[src/rtl/dino_pkg.sv]
// Shared constants and the obstacle-sprite arbiter state type.
package dino_pkg;

  localparam int unsigned CONV_DEF  = 3;
  localparam int unsigned OBS_CNT_W = 3;

  typedef enum logic [2:0] {
    IDLE   = 3'd0,
    ISSUE0 = 3'd1,
    WAIT0  = 3'd2,
    ISSUE1 = 3'd3,
    WAIT1  = 3'd4,
    COMMIT = 3'd5
  } arb_state_t;

endpackage

[src/rtl/obs_sprite_arbiter.sv]
// Time-multiplexes the single obstacle sprite ROM between two renderers within
// one logical pixel and commits both sprite bits (and their OR) atomically.
module obs_sprite_arbiter
  import dino_pkg::*;
#(
  parameter int unsigned CONV    = CONV_DEF,
  parameter int unsigned ROM_LAT = 1,
  parameter int unsigned CNT_W   = OBS_CNT_W
) (
  input  logic              clk,
  input  logic              rst,
  input  logic [9-CONV:0]   i_hpos,
  input  logic              i_req0_valid,
  input  logic [CNT_W-1:0]  i_req0_counter,
  input  logic              i_req1_valid,
  input  logic [CNT_W-1:0]  i_req1_counter,
  output logic [CNT_W-1:0]  o_rom_counter,
  input  logic              i_rom_color,
  output logic              o_req0_color,
  output logic              o_req1_color,
  output logic              o_color_obs,
  output logic              o_overrun
);

  localparam int unsigned WAIT_W = (ROM_LAT < 1) ? 1 : $clog2(ROM_LAT + 1);

  // The whole slot sequence must fit inside one logical pixel.
  if ((2 * (ROM_LAT + 1) + 1) > (1 << CONV)) begin : g_bad_latency
    $error("obs_sprite_arbiter: slot sequence does not fit in one logical pixel");
  end
  if (ROM_LAT < 1) begin : g_bad_rom_lat
    $error("obs_sprite_arbiter: ROM_LAT must be at least 1");
  end

  arb_state_t          r_state;
  arb_state_t          w_state_nxt;
  logic [9-CONV:0]     r_hpos_q;
  logic                r_snap_v0;
  logic                r_snap_v1;
  logic [CNT_W-1:0]    r_snap_c0;
  logic [CNT_W-1:0]    r_snap_c1;
  logic                r_tmp0;
  logic                r_tmp1;
  logic [WAIT_W-1:0]   r_wait_cnt;

  logic                w_strobe;
  logic                w_wait_last;
  logic                w_load_snap;
  logic                w_wait_clr;
  logic                w_cap0;
  logic                w_cap1;
  logic                w_commit;
  logic                w_overrun;
  logic [CNT_W-1:0]    w_rom_cnt_nxt;

  assign w_strobe    = (i_hpos != r_hpos_q);
  assign w_wait_last = (r_wait_cnt == WAIT_W'(ROM_LAT - 1));

  // Next state; a strobe always wins and restarts the sequence.
  always_comb begin
    w_state_nxt   = r_state;
    w_load_snap   = 1'b0;
    w_wait_clr    = 1'b0;
    w_cap0        = 1'b0;
    w_cap1        = 1'b0;
    w_commit      = 1'b0;
    w_overrun     = 1'b0;
    w_rom_cnt_nxt = o_rom_counter;
    if (w_strobe) begin
      w_state_nxt   = ISSUE0;
      w_load_snap   = 1'b1;
      w_overrun     = (r_state != IDLE);
      w_rom_cnt_nxt = i_req0_valid ? i_req0_counter : '0;
    end else begin
      case (r_state)
        IDLE: ;
        ISSUE0: begin
          w_state_nxt = WAIT0;
          w_wait_clr  = 1'b1;
        end
        WAIT0: begin
          if (w_wait_last) begin
            w_cap0        = 1'b1;
            w_state_nxt   = ISSUE1;
            w_rom_cnt_nxt = r_snap_v1 ? r_snap_c1 : '0;
          end
        end
        ISSUE1: begin
          w_state_nxt = WAIT1;
          w_wait_clr  = 1'b1;
        end
        WAIT1: begin
          if (w_wait_last) begin
            w_cap1      = 1'b1;
            w_state_nxt = COMMIT;
          end
        end
        COMMIT: begin
          w_commit    = 1'b1;
          w_state_nxt = IDLE;
        end
        default: w_state_nxt = IDLE;
      endcase
    end
  end

  always_ff @(posedge clk) begin
    if (rst) begin
      r_state       <= IDLE;
      r_hpos_q      <= '0;
      r_snap_v0     <= 1'b0;
      r_snap_v1     <= 1'b0;
      r_snap_c0     <= '0;
      r_snap_c1     <= '0;
      r_tmp0        <= 1'b0;
      r_tmp1        <= 1'b0;
      r_wait_cnt    <= '0;
      o_rom_counter <= '0;
      o_req0_color  <= 1'b0;
      o_req1_color  <= 1'b0;
      o_color_obs   <= 1'b0;
      o_overrun     <= 1'b0;
    end else begin
      r_state       <= w_state_nxt;
      r_hpos_q      <= i_hpos;
      o_rom_counter <= w_rom_cnt_nxt;
      o_overrun     <= w_overrun;
      if (w_load_snap) begin
        r_snap_v0 <= i_req0_valid;
        r_snap_v1 <= i_req1_valid;
        r_snap_c0 <= i_req0_counter;
        r_snap_c1 <= i_req1_counter;
      end
      if (w_wait_clr) begin
        r_wait_cnt <= '0;
      end else if (r_state == WAIT0 || r_state == WAIT1) begin
        r_wait_cnt <= r_wait_cnt + WAIT_W'(1);
      end
      // An absent requester reads as transparent regardless of the ROM.
      if (w_cap0) r_tmp0 <= r_snap_v0 & i_rom_color;
      if (w_cap1) r_tmp1 <= r_snap_v1 & i_rom_color;
      if (w_commit) begin
        o_req0_color <= r_tmp0;
        o_req1_color <= r_tmp1;
        o_color_obs  <= r_tmp0 | r_tmp1;
      end
    end
  end

endmodule

[config.mk]
export PLATFORM = sky130hd
export DESIGN_NAME = obs_sprite_arbiter
export DESIGN_NICKNAME = d
export VERILOG_FILES = /design/src/rtl/dino_pkg.sv /design/src/rtl/obs_sprite_arbiter.sv
export SDC_FILE = /design/constraint.sdc
export NUM_CORES = 1
export LEC_CHECK = 0
export BUFFER_PORTS_ARGS = -buffer_cell sky130_fd_sc_hd__buf_2
export CAP_MARGIN = 0
export CORE_UTILIZATION = 47
export DETAILED_ROUTE_END_ITERATION = 10
export GPL_ROUTABILITY_DRIVEN = 1
export PLACE_DENSITY = 0.79
export SYNTH_ARGS = -nofsm -noshare
export SYNTH_HDL_FRONTEND = slang
export SYNTH_SLANG_ARGS = --single-unit
[constraint.sdc]
create_clock -name clk -period 1.43 [get_ports clk]
set_input_delay 0.0715 -clock clk [delete_from_list [all_inputs] [get_ports clk]]
set_output_delay 0.0715 -clock clk [all_outputs]
set_load 0.02 [all_outputs]
==> results_dict.tcl <==
set metrics [dict create \
    synth_seq_area_share_pct 43.8 \
    relSlewSlack_pct 82.2 \
    maxCapViolCount 0 \
    cts.sinks 25 \
    clock_skew_ns 0.00302 \
    path_max_fanout 5 \
    yosysUniqueCellTypes 32 \
    crit_type "reg2reg" \
    synth_top_family_by_area "simple AND/OR/NAND/NOR gates" \
    outcome "finished, final reports clean" \
    clock_path_buffers 2 \
    io_pins 25 \
    fmax_ghz 0.721 \
    layout.nets 183 \
    synthAdderAreaFrac_pct 0 \
    synthSimpleGateAreaFrac_pct 26.6 \
    syn_area_um2 1140 \
    critPathRequiredTime_ns 1.65 \
    rows 17 \
    ys_warn_count 0 \
    initial_core_util_pct 50.7 \
    finalCritPeriodShare_pct 97.0 \
    grt_pass1_vias 1032 \
    dr_total_vias 1075 \
    area_growth_pct 29.1 \
    ctsHtreeMaxLevel 1 \
    clkTransAtPathRegs_ns 0.13 \
    diodes 0 \
    rsz0062_at_grt "false" \
    cts_setup_buffers 0 \
    peakVddDrop_mv 0.594 \
    cts_tree "done" \
    timing.hold.ws_ns 0.0310 \
    ant_nets 0 \
    grt_start_max_net_pins 15 \
    grt_overflow 0 \
    cts-buffers-inserted 3 \
    coreArea_um2 2250 \
    synth_compound_area_share_pct 15.9 \
    cp-start-kind "flop" \
    clockRootBuffer "clkbuf_4" \
    track_usage_pct 22.9 \
    first_pass_iters 4 \
    synth_nets 145 \
    ys_ff_latch 25 \
    antenna_found_initial 0 \
    fin_tns_setup_ns 0 \
    synthCells 127 \
    drc_errors 0 \
    place_congestion 0.796 \
    final-setup-viol-count 0 \
    arrival_ns 1.61 \
    dieArea_um2 2630 \
    ys.flop_type "dfxtp_1" \
    leakage_nw 0.585 \
    insertion_delay_ns 0.32 \
    routed_wl_mm 2.63 \
    synthMuxAreaShare_pct 0.876 \
    endpoint_kind "flop" \
    synth_edf_count 0 \
    fin_area_um2 1480 \
    drtIter0Drc 24 \
    place_area_um2 1320 \
    period_minus_slack_ns 1.39 \
    finalHoldViolCount 0 \
    hold_class "in2reg" \
    ys_async_sr_fraction_pct 0 \
    die_w_um 51.3 \
    slew_violations 0 \
    viasPerCell 5.60 \
    powerDensity_nw_per_um2 852 \
    drive_above_1_share_pct 29.3 \
    wl_per_cell_um 13.7 \
    grt_pass1_wl_mm 4.46 \
    synth-xor-area-share_pct 6.90 \
    dp_hpwl_mm 1.80 \
    tightest_slew_ns 0.265 \
    synth_area_per_cell_um2 8.99 \
    dieHeight_um 51.3 \
    portBuffers 24 \
]
## layout make-up
class / count / area, µm²
Tap cell: 28 / 35.0
Timing Repair Buffer: 44 / 308
Clock inverter: 1 / 5.00
Fill cell: 198 / 779
Clock buffer: 3 / 22.5
Sequential cell: 25 / 500
Multi-Input combinational cell: 91 / 604
## cells in the mapped netlist, types with 2 or more instances
cell type  count  area, µm²
buf_2          6       30.0
and2_1         3       18.8
nand2_1        9       33.8
xnor2_1        8       70.1
nor2b_1       10       62.6
a221o_1        3       30.0
nor3_1         3       15.0
nand4_1        6       37.5
nand3_1        6       30.0
a21oi_1       14       70.1
nor2_2         2       12.5
dfxtp_1       25        500
o31ai_1        4       30.0
o21ai_1        6       30.0
nor2_1         3       11.3
buf_6          2       22.5
clkbuf_1       2       7.51
## state kept, by name, summed over array words and instances, names as in the netlist
register and cells:
o_req0_color 1, r_tmp0 1, r_wait_cnt 1, o_rom_counter 3, o_req1_color 1, o_color_obs 1
r_hpos_q 7, o_overrun 1, r_state 3, r_snap_v0 1, r_tmp1 1, r_snap_c1 3
r_snap_v1 1
## critical path: stages (launching register included)
cell	delay [ns]
dfxtp_1	0.40
nor4b_4	0.33
nor2_2	0.07
and2_0	0.16
a221o_1	0.34
## cell usage in the layout (no fill, tap or decap), drive strengths merged
| master | instances |
|---|---|
| buf | 34 |
| dfxtp | 25 |
| a21oi | 14 |
| nor2b | 10 |
| dlygate4sd3 | 10 |
| nand2 | 9 |
| xnor2 | 8 |
| o21ai | 7 |
| nand3 | 6 |
| nand4 | 6 |
| nor2 | 5 |
| and2 | 5 |
| o31ai | 4 |
| nor3 | 4 |
| a221o | 3 |
| clkbuf | 3 |
| and3 | 1 |
| and4 | 1 |
| o2111ai | 1 |
| xor2 | 1 |
| nor4b | 1 |
| nand2b | 1 |
| mux2i | 1 |
| nand3b | 1 |
| a211oi | 1 |
| nor4 | 1 |
| clkinv | 1 |
## where the power goes
group          internal [W]  switching, W  leakage, nW  total, W
clock              0.000105      0.000210       0.0177  0.000315
combinational      0.000105      0.000101        0.362  0.000206
sequential         0.000722     0.0000145        0.206  0.000737
total              0.000932      0.000326        0.585   0.00126
## through the flow
stage / setup slack [ns] / power (W) / cells / util (%)
CTS: 0.00685 / 0.00125 / 192 / 64.1
global route: 0.000540 / 0.00132 / 192 / 65.4
finish: 0.0436 / 0.00126 / 192 / 65.4
floorplan: 0.0552 / 0.000857 / 127 / -
global placement: 0.0760 / 0.000913 / 178 / 58.4
detailed placement: 0.0206 / 0.000921 / 178 / 58.4
## metal layers
| layer | part of all wire, % | GRT usage, % | vias to the layer above |
|---|---|---|---|
| li1 | - | - | 522 |
| met5 | 0 | 0 | - |
| met4 | 1.8 | 11.7 | 0 |
| met2 | 51 | 39.9 | 30 |
| met3 | 3.0 | 2.98 | 6 |
| met1 | 44 | 27.4 | 517 |
## cells by family after synthesis
family	count (synthesis)
simple gates	51
mux	1
xor+xnor	9
buf+inv	11
flops	25
compound gates	30
## path summary, 6_finish.rpt
kind / startpoint / cells after the start / slack, ns / endpoint
setup reg to reg: r_wait_cnt / 4 / 0.04 / o_rom_counter[0]
setup / recovery: r_wait_cnt / 4 / 0.04 / o_rom_counter[0]
hold reg to reg: r_snap_v0 / 2 / 0.47 / r_snap_v0
hold / removal: i_req1_counter[2] / 3 / 0.03 / r_snap_c1[2]
## what timing repair did
item	4_1_cts	5_1_grt
endpoints found under the setup margin	0	15
endpoints found under the hold margin	10	0
hold buffers	10	0
resized for setup	0	6
(Power assumes the default switching activity.)
